<file path="config.mk">
export PLATFORM = sky130hd
export DESIGN_NAME = timer_chain_reader
export DESIGN_NICKNAME = d
export VERILOG_FILES = /design/src/rtl/timer_chain_reader.sv
export SDC_FILE = /design/constraint.sdc
export NUM_CORES = 1
export LEC_CHECK = 0
export CORE_MARGIN = 2
export CORE_UTILIZATION = 39
export DETAILED_ROUTE_END_ITERATION = 8
export GPL_TIMING_DRIVEN = 0
export PLACE_DENSITY = 0.71
export SYNTH_ARGS = -nofsm -noshare
export SYNTH_HDL_FRONTEND = slang
export SYNTH_SLANG_ARGS = --single-unit
</file>
<file path="constraint.sdc">
create_clock -name clk -period 3.8 [get_ports clk]
set_input_delay 0.38 -clock clk [delete_from_list [all_inputs] [get_ports clk]]
set_output_delay 0.38 -clock clk [all_outputs]
set_load 0.1 [all_outputs]
</file>
<file path="src/rtl/timer_chain_reader.sv">
// Master end of the timer daisy-chain: drives data_clock, samples the chain's serial
// output and presents one {enabled, timestamp} record per timer on a valid/ready port.
module timer_chain_reader #(
  parameter int NUM_TIMERS  = 4,
  parameter int HALF_PERIOD = 8,
  parameter int IDX_W       = (NUM_TIMERS > 1) ? $clog2(NUM_TIMERS) : 1
) (
  input  logic             clk,
  input  logic             reset,
  input  logic             start,
  output logic             busy,
  output logic             done,
  output logic             data_clock,
  output logic             data_shiftin,
  input  logic             data_shiftout,
  output logic [31:0]      word_data,
  output logic             word_enabled,
  output logic             word_triggered,
  output logic [IDX_W-1:0] word_index,
  output logic             word_valid,
  input  logic             word_ready
);

  typedef enum logic [1:0] {
    IDLE,
    LOW,
    HIGH,
    PRESENT
  } state_t;

  localparam int               PH_W      = $clog2(HALF_PERIOD);
  localparam logic [PH_W-1:0]  PH_LAST   = PH_W'(HALF_PERIOD - 1);
  localparam logic [IDX_W-1:0] LAST_WORD = IDX_W'(NUM_TIMERS - 1);
  localparam logic [5:0]       LAST_BIT  = 6'd32;
  localparam logic [31:0]      NO_TRIG   = 32'hFFFF_FFFE;

  state_t           state_q, state_d;
  logic [PH_W-1:0]  ph_q, ph_d;
  logic [5:0]       bit_q, bit_d;
  logic [IDX_W-1:0] wrd_q, wrd_d;
  logic [32:0]      sr_q, sr_d;
  logic             dclk_q, dclk_d;
  logic             done_q, done_d;

  always_ff @(posedge clk) begin
    if (!reset) begin
      state_q <= IDLE;
      ph_q    <= '0;
      bit_q   <= '0;
      wrd_q   <= '0;
      sr_q    <= '0;
      dclk_q  <= 1'b0;
      done_q  <= 1'b0;
    end else begin
      state_q <= state_d;
      ph_q    <= ph_d;
      bit_q   <= bit_d;
      wrd_q   <= wrd_d;
      sr_q    <= sr_d;
      dclk_q  <= dclk_d;
      done_q  <= done_d;
    end
  end

  always_comb begin
    state_d = state_q;
    ph_d    = ph_q;
    bit_d   = bit_q;
    wrd_d   = wrd_q;
    sr_d    = sr_q;
    done_d  = 1'b0;
    case (state_q)
      IDLE: begin
        if (start) begin
          bit_d   = '0;
          wrd_d   = '0;
          ph_d    = '0;
          state_d = LOW;
        end
      end
      LOW: begin
        // Sample on the last LOW cycle: as late as possible after the previous rising edge.
        if (ph_q == PH_LAST) begin
          ph_d = '0;
          sr_d = {data_shiftout, sr_q[32:1]};
          if (bit_q == LAST_BIT) begin
            state_d = PRESENT;
          end else begin
            bit_d   = bit_q + 6'd1;
            state_d = HIGH;
          end
        end else begin
          ph_d = ph_q + PH_W'(1);
        end
      end
      HIGH: begin
        if (ph_q == PH_LAST) begin
          ph_d    = '0;
          state_d = LOW;
        end else begin
          ph_d = ph_q + PH_W'(1);
        end
      end
      PRESENT: begin
        // The final record skips the HIGH phase, so no rising edge follows its last bit.
        if (word_ready) begin
          if (wrd_q == LAST_WORD) begin
            done_d  = 1'b1;
            state_d = IDLE;
          end else begin
            wrd_d   = wrd_q + IDX_W'(1);
            bit_d   = '0;
            ph_d    = '0;
            state_d = HIGH;
          end
        end
      end
      default: state_d = IDLE;
    endcase
    dclk_d = (state_d == HIGH);
  end

  assign busy           = (state_q != IDLE);
  assign done           = done_q;
  assign data_clock     = dclk_q;
  assign data_shiftin   = 1'b0;
  assign word_valid     = (state_q == PRESENT);
  assign word_data      = sr_q[32:1];
  assign word_enabled   = sr_q[0];
  assign word_triggered = (sr_q[32:1] != NO_TRIG);
  assign word_index     = wrd_q;

endmodule

</file>
==> results of run 1 <==
-- layout by cell type, fill, tap and decap left out, drive strengths merged --
master         instances
nor4b                  1
conb                   1
nand2b                 1
ha                    11
a22oi                  1
a21boi                 2
o21ai                  3
nand4b                 1
o221ai                 2
a31oi                  1
nor4                   3
inv                    9
nand3                  7
nor2b                  3
a21oi                 38
a41oi                  2
and2                   2
a311oi                 4
a22o                   1
clkinv                 1
and3                   4
nor2                   2
o21a                   2
a41o                   4
or2b                   1
nor3b                  1
clkdlybuf4s50         44
a32o                   1
and4                   2
clkbuf                15
o211a                  1
nand2                 74
o2111ai                2
buf                    6
dfxtp                 48
nand4                  9
-- final timing paths --
| kind | startpoint | endpoint | slack [ns] | cells past startpoint |
|---|---|---|---|---|
| worst min register to register | sr_q[0] | sr_q[0] | 0.46 | 2 |
| worst max register to register | state_q[1] | sr_q[19] | 1.86 | 7 |
| worst min-delay path | sr_q[0] | sr_q[0] | 0.46 | 2 |
| worst max-delay path | state_q[1] | word_valid | 1.04 | 2 |
-- sequential cells by signal, indices dropped and copies added, names as in the netlist --
name and flops:
state_q 2, ph_q 3, word_index 2, data_clock 1, sr_q 33, done 1
bit_q 6
-- critical path, stage by stage (launching register included) --
cell and delay (ns):
dfxtp_1 0.45, ha_1 0.41, clkdlybuf4s50_1 1.20
-- per-stage QoR --
step / instances / hold slack, ns / total power, mW / util, %
2_1_floorplan: 258 / 0.436 / 0.577 / -
5_1_grt: 382 / 0.484 / 0.946 / 51.5
3_3_place_gp: 374 / 0.445 / 0.596 / 49.7
6_report: 382 / 0.462 / 0.912 / 51.5
3_5_place_dp: 374 / 0.455 / 0.597 / 49.7
4_1_cts: 382 / 0.468 / 0.920 / 51.5
-- where the power goes --
part	leakage, nW	internal [mW]	switching, mW
registers	0.387	0.505	0.00216
clock network	0.0516	0.149	0.177
logic	0.571	0.0271	0.0520
total	1.01	0.681	0.231
-- per-layer routing --
layer | wire length (um) | GRT usage (%) | vias up
met5 | 0 | 0 | -
met4 | 76 | 6.03 | 0
met3 | 176 | 3.75 | 7
met2 | 2330 | 27.3 | 29
met1 | 2300 | 22.7 | 948
li1 | - | - | 1007
-- cells by family after synthesis --
kind of cell / Yosys count / synth area share (%)
other: 1 / 0.171
adders and majority gates: 11 / 6.28
DFF: 48 / 43.8
and+or+nand+nor: 111 / 24.4
buffers and inverters: 23 / 5.42
AOI/OAI and AO/OA: 64 / 19.9
-- final cells by class --
| class | instances | area (um2) |
|---|---|---|
| clock buffers | 6 | 82.6 |
| well taps | 72 | 90.1 |
| multi-input cells | 187 | 1110 |
| fillers | 522 | 2650 |
| flip-flops and latches | 48 | 961 |
| inverters | 8 | 30.0 |
| repair buffers | 44 | 440 |
| clock inverters | 2 | 13.8 |
| plain buffers | 15 | 88.8 |
==> metrics.md, run 1 <==
| Metric | Value |
|---|---|
| Post-synth top cells | nand2_1 (74), dfxtp_1 (48), a21oi_1 (38), ha_1 (11), nand4_1 (9) |
| Post-Route WL | just under 5000 um |
| FMAX | between 0.3 and 0.4 GHz |
| Final setup viols | 0 |
| Status | finished, final reports clean |
| Mapped cell area | 2190 um2 |
| Die area | around 6200 um2 |
| Vias post-DR | between 1500 and 2000 |
| Endpoints failing hold | 0 |
| Mean area per synthesized cell | roughly 8.5 um2 |
| I/O Buffers | 44 |
| Num rows | 27 |
| P_leak | between 1 and 1.5 nW |
| CTS tree | done |
| Critical Path AT | 2.38 ns |
| Worst slew pin tran | between 0.9 and 1 ns |
| Post_cts resized | 0 |
| H-tree depth | 2 |
| Post-CTS Setup Bufs | 0 |
| First-pass GRT wire length | approximately 8500 um |
| Final setup margin | 1.04 ns |
| Min-delay worst type | reg -> reg |
| Sequential area share after synthesis | 43.8% |
| Iter 0 DRT Violations | 93 |
| Number of enable flip-flop cells after synthesis | 0 |
| Total CTS buffers | 5 |
| Final slew viol count | 0 |
| Async S/R FF share, synth | 0% |
| Yosys warning total | 0 |
| Final cycle utilization of the critical path | a little over 70% |
| Post-Synthesis Cells | 258 |
| Root buffer cell | clkbuf_8 |
| Antenna diode count | 0 |
| CTS hold repair buffers | 0 |
| Power Dens Cells | around 320 nW/um2 |
| CTS sink count | 48 |
| Drt wl/cell | ~13 um |
| Area share of the leading cell type in the synthesized netlist | between 40% and 50% |
| Slew HR | between 30% and 40% |
| Critical path class | reg -> out |
| Share of cells above drive strength 1 | between 7 and 8% |
| Main synth FF type | dfxtp_1 |
| DRT Pass-1 Iters | 4 |
| DP HPWL | approximately 3600 um |
| CP endpoint kind | output pin |
| Chip Height | 79.0 um |
| Count leader, synth | nand2_1 |
| Total Routing Usage GR | around 17% |
| IO Count | between 40 and 50 |
| DP Area | approximately 2700 um2 |
| Area growth syn-to-layout | 28.6% |
| Max Buffers Root-to-Sink | 2 |
| Worst setup SP type | register |
| CTS clk-pin slew, worst paths | 0.09 ns |
| Max-Cap Viols | 0 |
| Worst Path Required | about 3.4 ns |
| Crit-path max FO | 9 |
| Post-Layout Inst Area | around 2800 um2 |
| Chip width | roughly 79 um |
| RSZ-0062 raised after global routing | false |
| Initial Util | between 40% and 50% |
| NumNets Final | approximately 330 |
| Post-synth top area cell | dfxtp_1 |
| Post-Syn Nets | approximately 270 |
| Tmin final | 2.76 ns |
| Place WS | 1.41 ns |
| Top cells by area, synth | dfxtp_1 (44%), nand2_1 (13%), a21oi_1 (8.7%) |
| Post-route setup TNS | 0 ns |
| Largest net degree at the start of global routing | 16 |
| Grt total ovfl | 0 |
| Placer's final routability congestion estimate | a little under 0.8 |
| Number of synthesized register bits | between 40 and 50 |
| Via count of the first global-routing pass | between 1500 and 2000 |
| Initial antenna violation count | 0 |
| Distinct cell type count after synthesis | between 40 and 50 |
| Worst-Skew Late Latency | between 0.3 and 0.4 ns |
| Via-per-instance ratio | 5.21 |
| Setup Skew | around 0.004 ns |
| Residual DRC count | 0 |
| Post-route ant nets | 0 |
| Max VDD drop | roughly 130 uV |
| Core ar. | roughly 5500 um2 |
No activity file was read; power rests on OpenSTA's default activity.
==> run 2, diff against run 1 <==
==> constraint.sdc (replaced) <==
create_clock -name clk -period 2.55 [get_ports clk]
set_input_delay 0.255 -clock clk [delete_from_list [all_inputs] [get_ports clk]]
set_output_delay 0.255 -clock clk [all_outputs]
set_load 0.1 [all_outputs]
==> metrics.md, run 2 (synthesized netlist as in run 1, its figures left out) <==
| Metric | Value |
|---|---|
| Status | finished, final reports clean |
| Antenna diode count | 0 (unchanged) |
| Endpoints failing hold | 0 (unchanged) |
| Residual DRC count | 0 (unchanged) |
| Final cycle utilization of the critical path | roughly 91% |
| Commonest non-fill, non-tap cell in the layout | nand2_1 |
| Min Hold Slack | 0.462 ns (+0.00000100 ns) |
| R2R setup slack | 0.61 ns (-1.25 ns) |
| Core ar. | 5470 um2 (unchanged) |
| Worst setup SP type | register |
| Vias post-DR | 1989 (-0.10%) |
| Critical Path AT | 2.07 ns (-0.31 ns) |
| Final slew viol count | 0 (unchanged) |
| Power Dens Cells | 482 nW/um2 (+49%) |
| Chip Height | 79.0 um (unchanged) |
| Chip width | 79.0 um (unchanged) |
| Largest regs | sr_q (33), bit_q (6), ph_q (3) |
| Placer's final routability congestion estimate | 0.783 (unchanged) |
| DP HPWL | 3560 um (unchanged) |
| Initial antenna violation count | 0 (unchanged) |
| Slew HR | 33.3% (unchanged) |
| I/O Buffers | 44 (unchanged) |
| Grt total ovfl | 0 (unchanged) |
| Max VDD drop | 192 uV (+49%) |
| Max-Cap Viols | 0 (unchanged) |
| Most frequent cells in the layout | nand2_1 (74), dfxtp_1 (48), clkdlybuf4s50_1 (41) |
| Num rows | 27 (unchanged) |
| Total CTS buffers | 5 (unchanged) |
| FMAX | 0.429 GHz |
| Die area | 6240 um2 (unchanged) |
| P_leak | 1.01 nW (+0.56%) |
| Max FFs per register | 33 (unchanged) |
| Critical path class | reg -> out |
| Largest net degree at the start of global routing | 16 (unchanged) |
| Area growth syn-to-layout | 28.4% |
| Post-route setup TNS | 0 ns (unchanged) |
| Setup Skew | 0.00409 ns (-0.00000466 ns) |
| Iter 0 DRT Violations | 84 (-9.7%) |
| Post-CTS Setup Bufs | 0 (unchanged) |
| Min-delay worst type | reg -> reg |
| H-tree depth | 2 (unchanged) |
| RSZ-0062 raised after global routing | false |
| CTS tree | done |
| Final setup viols | 0 (unchanged) |
| Worst slew pin tran | 0.997 ns (unchanged) |
| NumNets Final | 325 (unchanged) |
| Post-Route WL | 4880 um (about the same) |
| CTS sink count | 48 (unchanged) |
| CTS clk-pin slew, worst paths | 0.09 ns (about the same) |
| CP endpoint kind | output pin |
| Share of cells above drive strength 1 | 7.42% (unchanged) |
| IO Count | 46 (unchanged) |
| Max Buffers Root-to-Sink | 2 (unchanged) |
| Top reg by flops | sr_q |
| Post-route ant nets | 0 (unchanged) |
| Crit-path max FO | 9 (unchanged) |
| DRT Pass-1 Iters | 4 (unchanged) |
| First-pass GRT wire length | 8550 um (unchanged) |
| Drt wl/cell | 12.8 um (about the same) |
| Via-per-instance ratio | 5.21 (-0.10%) |
| Initial Util | 40.1% (unchanged) |
| Worst Path Required | 2.30 ns (-1.12 ns) |
| Worst-Skew Late Latency | 0.31 ns (about the same) |
| Tmin final | between 2 and 2.5 ns |
| Total Routing Usage GR | 17.1% (unchanged) |
| Root buffer cell | clkbuf_8 |
| Via count of the first global-routing pass | 1808 (+0.11%) |
-- run 2: cell types whose count changed in the layout (fill, tap and decap cells not counted), sizes merged --
| cell | before | now |
|---|---|---|
| dlygate4sd2 | 0 | 3 |
| clkdlybuf4s50 | 44 | 41 |
-- run 2: metrics by stage --
step | util, % | area [um2] | setup slack, ns | cells | power [mW]
finish | 51.4 | 2820 | 0.221 | 382 | 1.36
global route | 51.4 | 2820 | 0.142 | 382 | 1.41
CTS | 51.4 | 2820 | 0.233 | 382 | 1.37
detailed placement | 49.7 | 2720 | 0.281 | 374 | 0.890
global placement | 49.7 | 2720 | 0.302 | 374 | 0.889
floorplan | - | 2190 | 0.290 | 258 | 0.860
-- run 2: where the power goes --
part | internal [mW] | switching (mW) | total, mW
Clock | 0.222 | 0.263 | 0.485
Sequential | 0.752 | 0.00322 | 0.755
Combinational | 0.0391 | 0.0774 | 0.117
Total | 1.01 | 0.344 | 1.36
-- run 2: worst max-delay path, stage by stage, from the launching register on --
cell           delay (ns)
dfxtp_1              0.45
ha_1                 0.41
dlygate4sd2_1        0.90
-- run 2: final cells by class --
| class | count | area, um2 |
|---|---|---|
| Sequential cell | 48 | 961 |
| Tap cell | 72 | 90.1 |
| Multi-Input combinational cell | 187 | 1110 |
| Clock inverter | 2 | 13.8 |
| Buffer | 15 | 88.8 |
| Clock buffer | 6 | 82.6 |
| Inverter | 8 | 30.0 |
| Fill cell | 523 | 2660 |
| Timing Repair Buffer | 44 | 437 |
-- run 2: routing by layer --
metal	vias up	routed length, um	global-route usage [%]
met2	29	2320	27.4
met1	947	2300	22.6
met3	7	176	3.75
met5	-	0	0
li1	1006	-	-
met4	0	76	6.03
-- run 2: worst paths after layout --
kind | startpoint | to | depth (start not counted)
worst min-delay path | sr_q[0] | sr_q[0] | 2
worst min register to register | sr_q[0] | sr_q[0] | 2
worst max register to register | state_q[1] | sr_q[19] | 7
worst max-delay path | state_q[1] | word_valid | 2
-- run 2: what timing repair did --
item,in CTS,in global routing
hold endpoints to repair,0,0
resized for setup,3,0
hold buffers,0,0
endpoints found under the setup margin,3,0
==> RTL change 1, RTL diff (config.mk and constraints of run 2) <==
`HALF_PERIOD`: 8 -> 4.
--- a/src/rtl/timer_chain_reader.sv
+++ b/src/rtl/timer_chain_reader.sv
@@ -2,7 +2,7 @@
 // output and presents one {enabled, timestamp} record per timer on a valid/ready port.
 module timer_chain_reader #(
   parameter int NUM_TIMERS  = 4,
-  parameter int HALF_PERIOD = 8,
+  parameter int HALF_PERIOD = 4,
   parameter int IDX_W       = (NUM_TIMERS > 1) ? $clog2(NUM_TIMERS) : 1
 ) (
   input  logic             clk,
Behaviour: not the same (a bounded check fails within 10 cycles, from zero or initial values and one cycle with reset low).
==> RTL change 1 against run 2 <==
Die area decreased by 5.7%. Synthesized cell count decreased by 1.2%. Worst setup slack gained 44 ps. Final area decreased by 4.8%. Wire length shrank 5.3%. Sequential share of layout area rose by 0.99 points. First-iteration DRC count is 2.4% higher. Count of clock-buffer cells in the layout increased by 1. Sequential cell count down 1. Synthesized area fell by 6.0%. Critical path depth stayed put. Critical path type unchanged. Critical endpoint unchanged. Largest cell class unchanged.
Power is not compared: it rests on default switching activity, and its combinational part moved more than twofold at a synthesized area within 25%.
==> RTL change 1: results (changes against run 2) <==
metric	value	unit	change
outcome	finished clean		unchanged
worst-slew-pin-transition	1010	ps	was 997 ps
dp_hpwl	3320	um	was 3560 um
pre_cts_ws	368	ps	was 281 ps
syn-mean-instance-area	8.08	sq um	was 8.50 sq um
dpl.cell_count	368		was 374
cpLargestDelayFamily	buffers and inverters		unchanged
grt_max_degree	15		was 16
drt_iter0_drc	86		was 84
syn-num-nets	269		was 274
max_stage_delay	1130	ps	was 900 ps
nets	319		was 325
fill_cells	520		was 523
cp_max_fo	5		was 9
clk_latency	300	ps	
io_buffers	43		was 44
clk_pin_slew	70	ps	was 90 ps
grt_use_total	16.4	%	was 17.1%
layout-drive-gt1-share	8.17	%	was 7.42%
vias_per_cell	5.09		was 5.21
cts-root-buf	clkbuf_8		unchanged
cp.arrival	2030	ps	was 2070 ps
wire_per_inst	12.3	um	was 12.8 um
reg_top3	sr_q (33), bit_q (6)		was sr_q (33), bit_q (6), ph_q (3)
async_reset_ff_share	0	%	unchanged
yosys.cell_types.count	38		was 42
netlist_top_cells_area	dfxtp_1, nand2_1, a21oi_1, ha_1, nand4_1		unchanged
clockBufferDepth	2		unchanged
cp_slowest_cell	clkdlybuf4s50_1		was dlygate4sd2_1
ys.flop_type	dfxtp_1		unchanged
grt_pass1_wl	8000	um	was 8550 um
dpl_cell_area	0.00258	sq mm	was 0.00272 sq mm
first_global_vias	1694		was 1808
gp_congestion	0.830		was 0.783
synth_top_cells_by_count	nand2_1, dfxtp_1, a21oi_1		unchanged
cts_resized	0		was 3
holdCritPathClass	input port to flip-flop		was flip-flop to flip-flop
synth_edf_count	0		unchanged
diodes	0		unchanged
synth-seq-area-share	45.7	%	was 43.8%
## RTL change 1: layout make-up
type / instances / area share [%]
Timing Repair Buffer: 43 / 16.3
Buffer: 16 / 2.71
Tap cell: 70 / 3.27
Multi-Input combinational cell: 182 / 37.7
Sequential cell: 47 / 35.1
Clock buffer: 7 / 3.22
Inverter: 10 / 1.40
Clock inverter: 1 / 0.327
## RTL change 1: layer usage
layer | wire, um | global-route usage (%) | vias up | share of wire (%)
li1 | - | - | 970 | -
met1 | 2230 | 22.1 | 885 | 48
met2 | 2120 | 25.7 | 53 | 46
met3 | 189 | 3.53 | 5 | 4.1
met4 | 71 | 6.55 | 0 | 1.5
met5 | 0 | 0 | - | 0
## RTL change 1: logic make-up (layout without fill, tap and decap cells)
logic type	after synthesis	in the layout	share of synthesized area, %
AO/OA/AOI/OAI	60	60	17.9
adder cells (fa/ha/maj)	9	9	5.46
buffers and inverters	26	77	5.34
flip-flops	47	47	45.7
other	1	1	0.182
AND/OR/NAND/NOR	112	112	25.4
## RTL change 1: power by group
group / internal [mW] / total (mW) / switching (mW)
clock: 0.222 / 0.468 / 0.246
sequential: 0.770 / 0.803 / 0.0324
combinational: 0.213 / 0.641 / 0.428
total: 1.21 / 1.91 / 0.706
## RTL change 1: final timing paths
path / endpoint / slack (ps) / from / cells past startpoint
setup reg to reg: data_clock / 630 / state_q[1] / 6
hold reg to reg: sr_q[0] / 480 / sr_q[0] / 2
hold / removal: bit_q[1] / 280 / reset / 2
setup / recovery: word_valid / 270 / state_q[0] / 2
==> RTL change 2, RTL diff (config.mk and constraints of run 2) <==
Made on the original files. `sr_q` no longer has a reset.
--- a/src/rtl/timer_chain_reader.sv
+++ b/src/rtl/timer_chain_reader.sv
@@ -48,7 +48,6 @@
       ph_q    <= '0;
       bit_q   <= '0;
       wrd_q   <= '0;
-      sr_q    <= '0;
       dclk_q  <= 1'b0;
       done_q  <= 1'b0;
     end else begin
@@ -56,10 +55,13 @@
       ph_q    <= ph_d;
       bit_q   <= bit_d;
       wrd_q   <= wrd_d;
-      sr_q    <= sr_d;
       dclk_q  <= dclk_d;
       done_q  <= done_d;
     end
+  end
+
+  always_ff @(posedge clk) begin
+    sr_q <= sr_d;
   end
 
   always_comb begin
Function: differs if reset is asserted again (counterexample within 10 cycles, from zero or initial values and one cycle with reset low); with reset held inactive, the same outputs for 10 cycles.
==> RTL change 2 against run 2 <==
Total power increased by 14%. Critical path depth rose by 2. Maximum frequency up 2.6%. Final area is 4.8% lower. Worst setup slack better by 60 ps. Wire length is 22% lower. Register-to-register slack worse by 20 ps. Synthesized area fell by 7.8%. Sequential cell count unchanged. Clock power is 27% higher. Clock skew increased by 3.2 ps.
==> RTL change 2: results (changes against run 2) <==
metric	value	unit	change
gr-usage-met3	3.44	%	was 3.75%
syn-num-nets	166		was 274
synth-compound-area-share	11.0	%	was 19.9%
dpl_cell_area	0.00255	sq mm	was 0.00272 sq mm
synth_edf_count	33		was 0
gp_congestion	0.741		was 0.783
clk_pin_slew	80	ps	
dr_wl_met2	1830	um	was 2320 um
highest_layer	met4		unchanged
dpl.cell_count	264		was 374
cts_resized	2		was 3
met1_usage	18.0	%	was 22.6%
synth-seq-area-share	63.9	%	was 43.8%
pwr.group.sequential	0.828	mW	was 0.755 mW
wirelength	3810	um	was 4880 um
layout-drive-gt1-share	8.96	%	was 7.42%
yosys.cell_types.count	37		was 42
p_clk_share	39.9	%	was 35.8%
ir_drop	0.283	mV	was 0.192 mV
outcome	finished clean		unchanged
first_global_vias	1285		was 1808
nets	217		was 325
netlist_top_cells_area	edfxtp_1, dfxtp_1, ha_1, nand4_1, nand3_1		was dfxtp_1, nand2_1, a21oi_1, ha_1, nand4_1
clock_skew	7.31	ps	was 4.09 ps
vias_per_cell	5.14		was 5.21
dp_hpwl	2770	um	was 3560 um
cp_max_fo	5		was 9
pre_cts_ws	135	ps	was 281 ps
p_sw	0.302	mW	was 0.344 mW
syn-mean-instance-area	13.5	sq um	was 8.50 sq um
grt_use_total	13.3	%	was 17.1%
drt_iter0_drc	71		was 84
leakage	0.964	nW	was 1.01 nW
met1Wirelength	1770	um	was 2300 um
stdcell_count	271		was 382
cp_slowest_cell	dlygate4sd2_1		unchanged
max_stage_delay	850	ps	was 900 ps
relSlewSlack	34.3	%	was 33.3%
grt_max_degree	34		was 16
routed-wl-met3	197	um	was 176 um
synth_fa_ha_area_share	6.81	%	was 6.28%
power	1.55	mW	was 1.36 mW
cp.arrival	2010	ps	was 2070 ps
antenna_found_initial	0		unchanged
grt_pass1_wl	6250	um	was 8550 um
RTL change 2: cell types whose count changed in the layout (fill, tap and decap cells not counted), moves of 3 or more:
cell	change
a32o_1	+3
nand2_1	-63
dfxtp_1	-33
nand3_1	+3
edfxtp_1	+33
a21oi_1	-33
nor3_1	+3
buf_4	+3
buf_1	-3
clkbuf_1	-7
clkbuf_8	-3
RTL change 2: worst paths after layout:
check,start,to,slack [ps],cells after the start
min,ph_q[1],ph_q[1],460,2
min reg2reg,ph_q[1],ph_q[1],460,2
max reg2reg,state_q[1],sr_q[11],590,4
max,state_q[0],busy,280,4
RTL change 2: final cells by class:
| cell class | count | area, sq um |
|---|---|---|
| Tap cell | 70 | 87.6 |
| Buffer | 6 | 46.3 |
| Clock inverter | 2 | 60.1 |
| Inverter | 7 | 26.3 |
| Sequential cell | 48 | 1290 |
| Fill cell | 460 | 2360 |
| Clock buffer | 5 | 68.8 |
| Multi-Input combinational cell | 89 | 659 |
| Timing Repair Buffer | 44 | 440 |
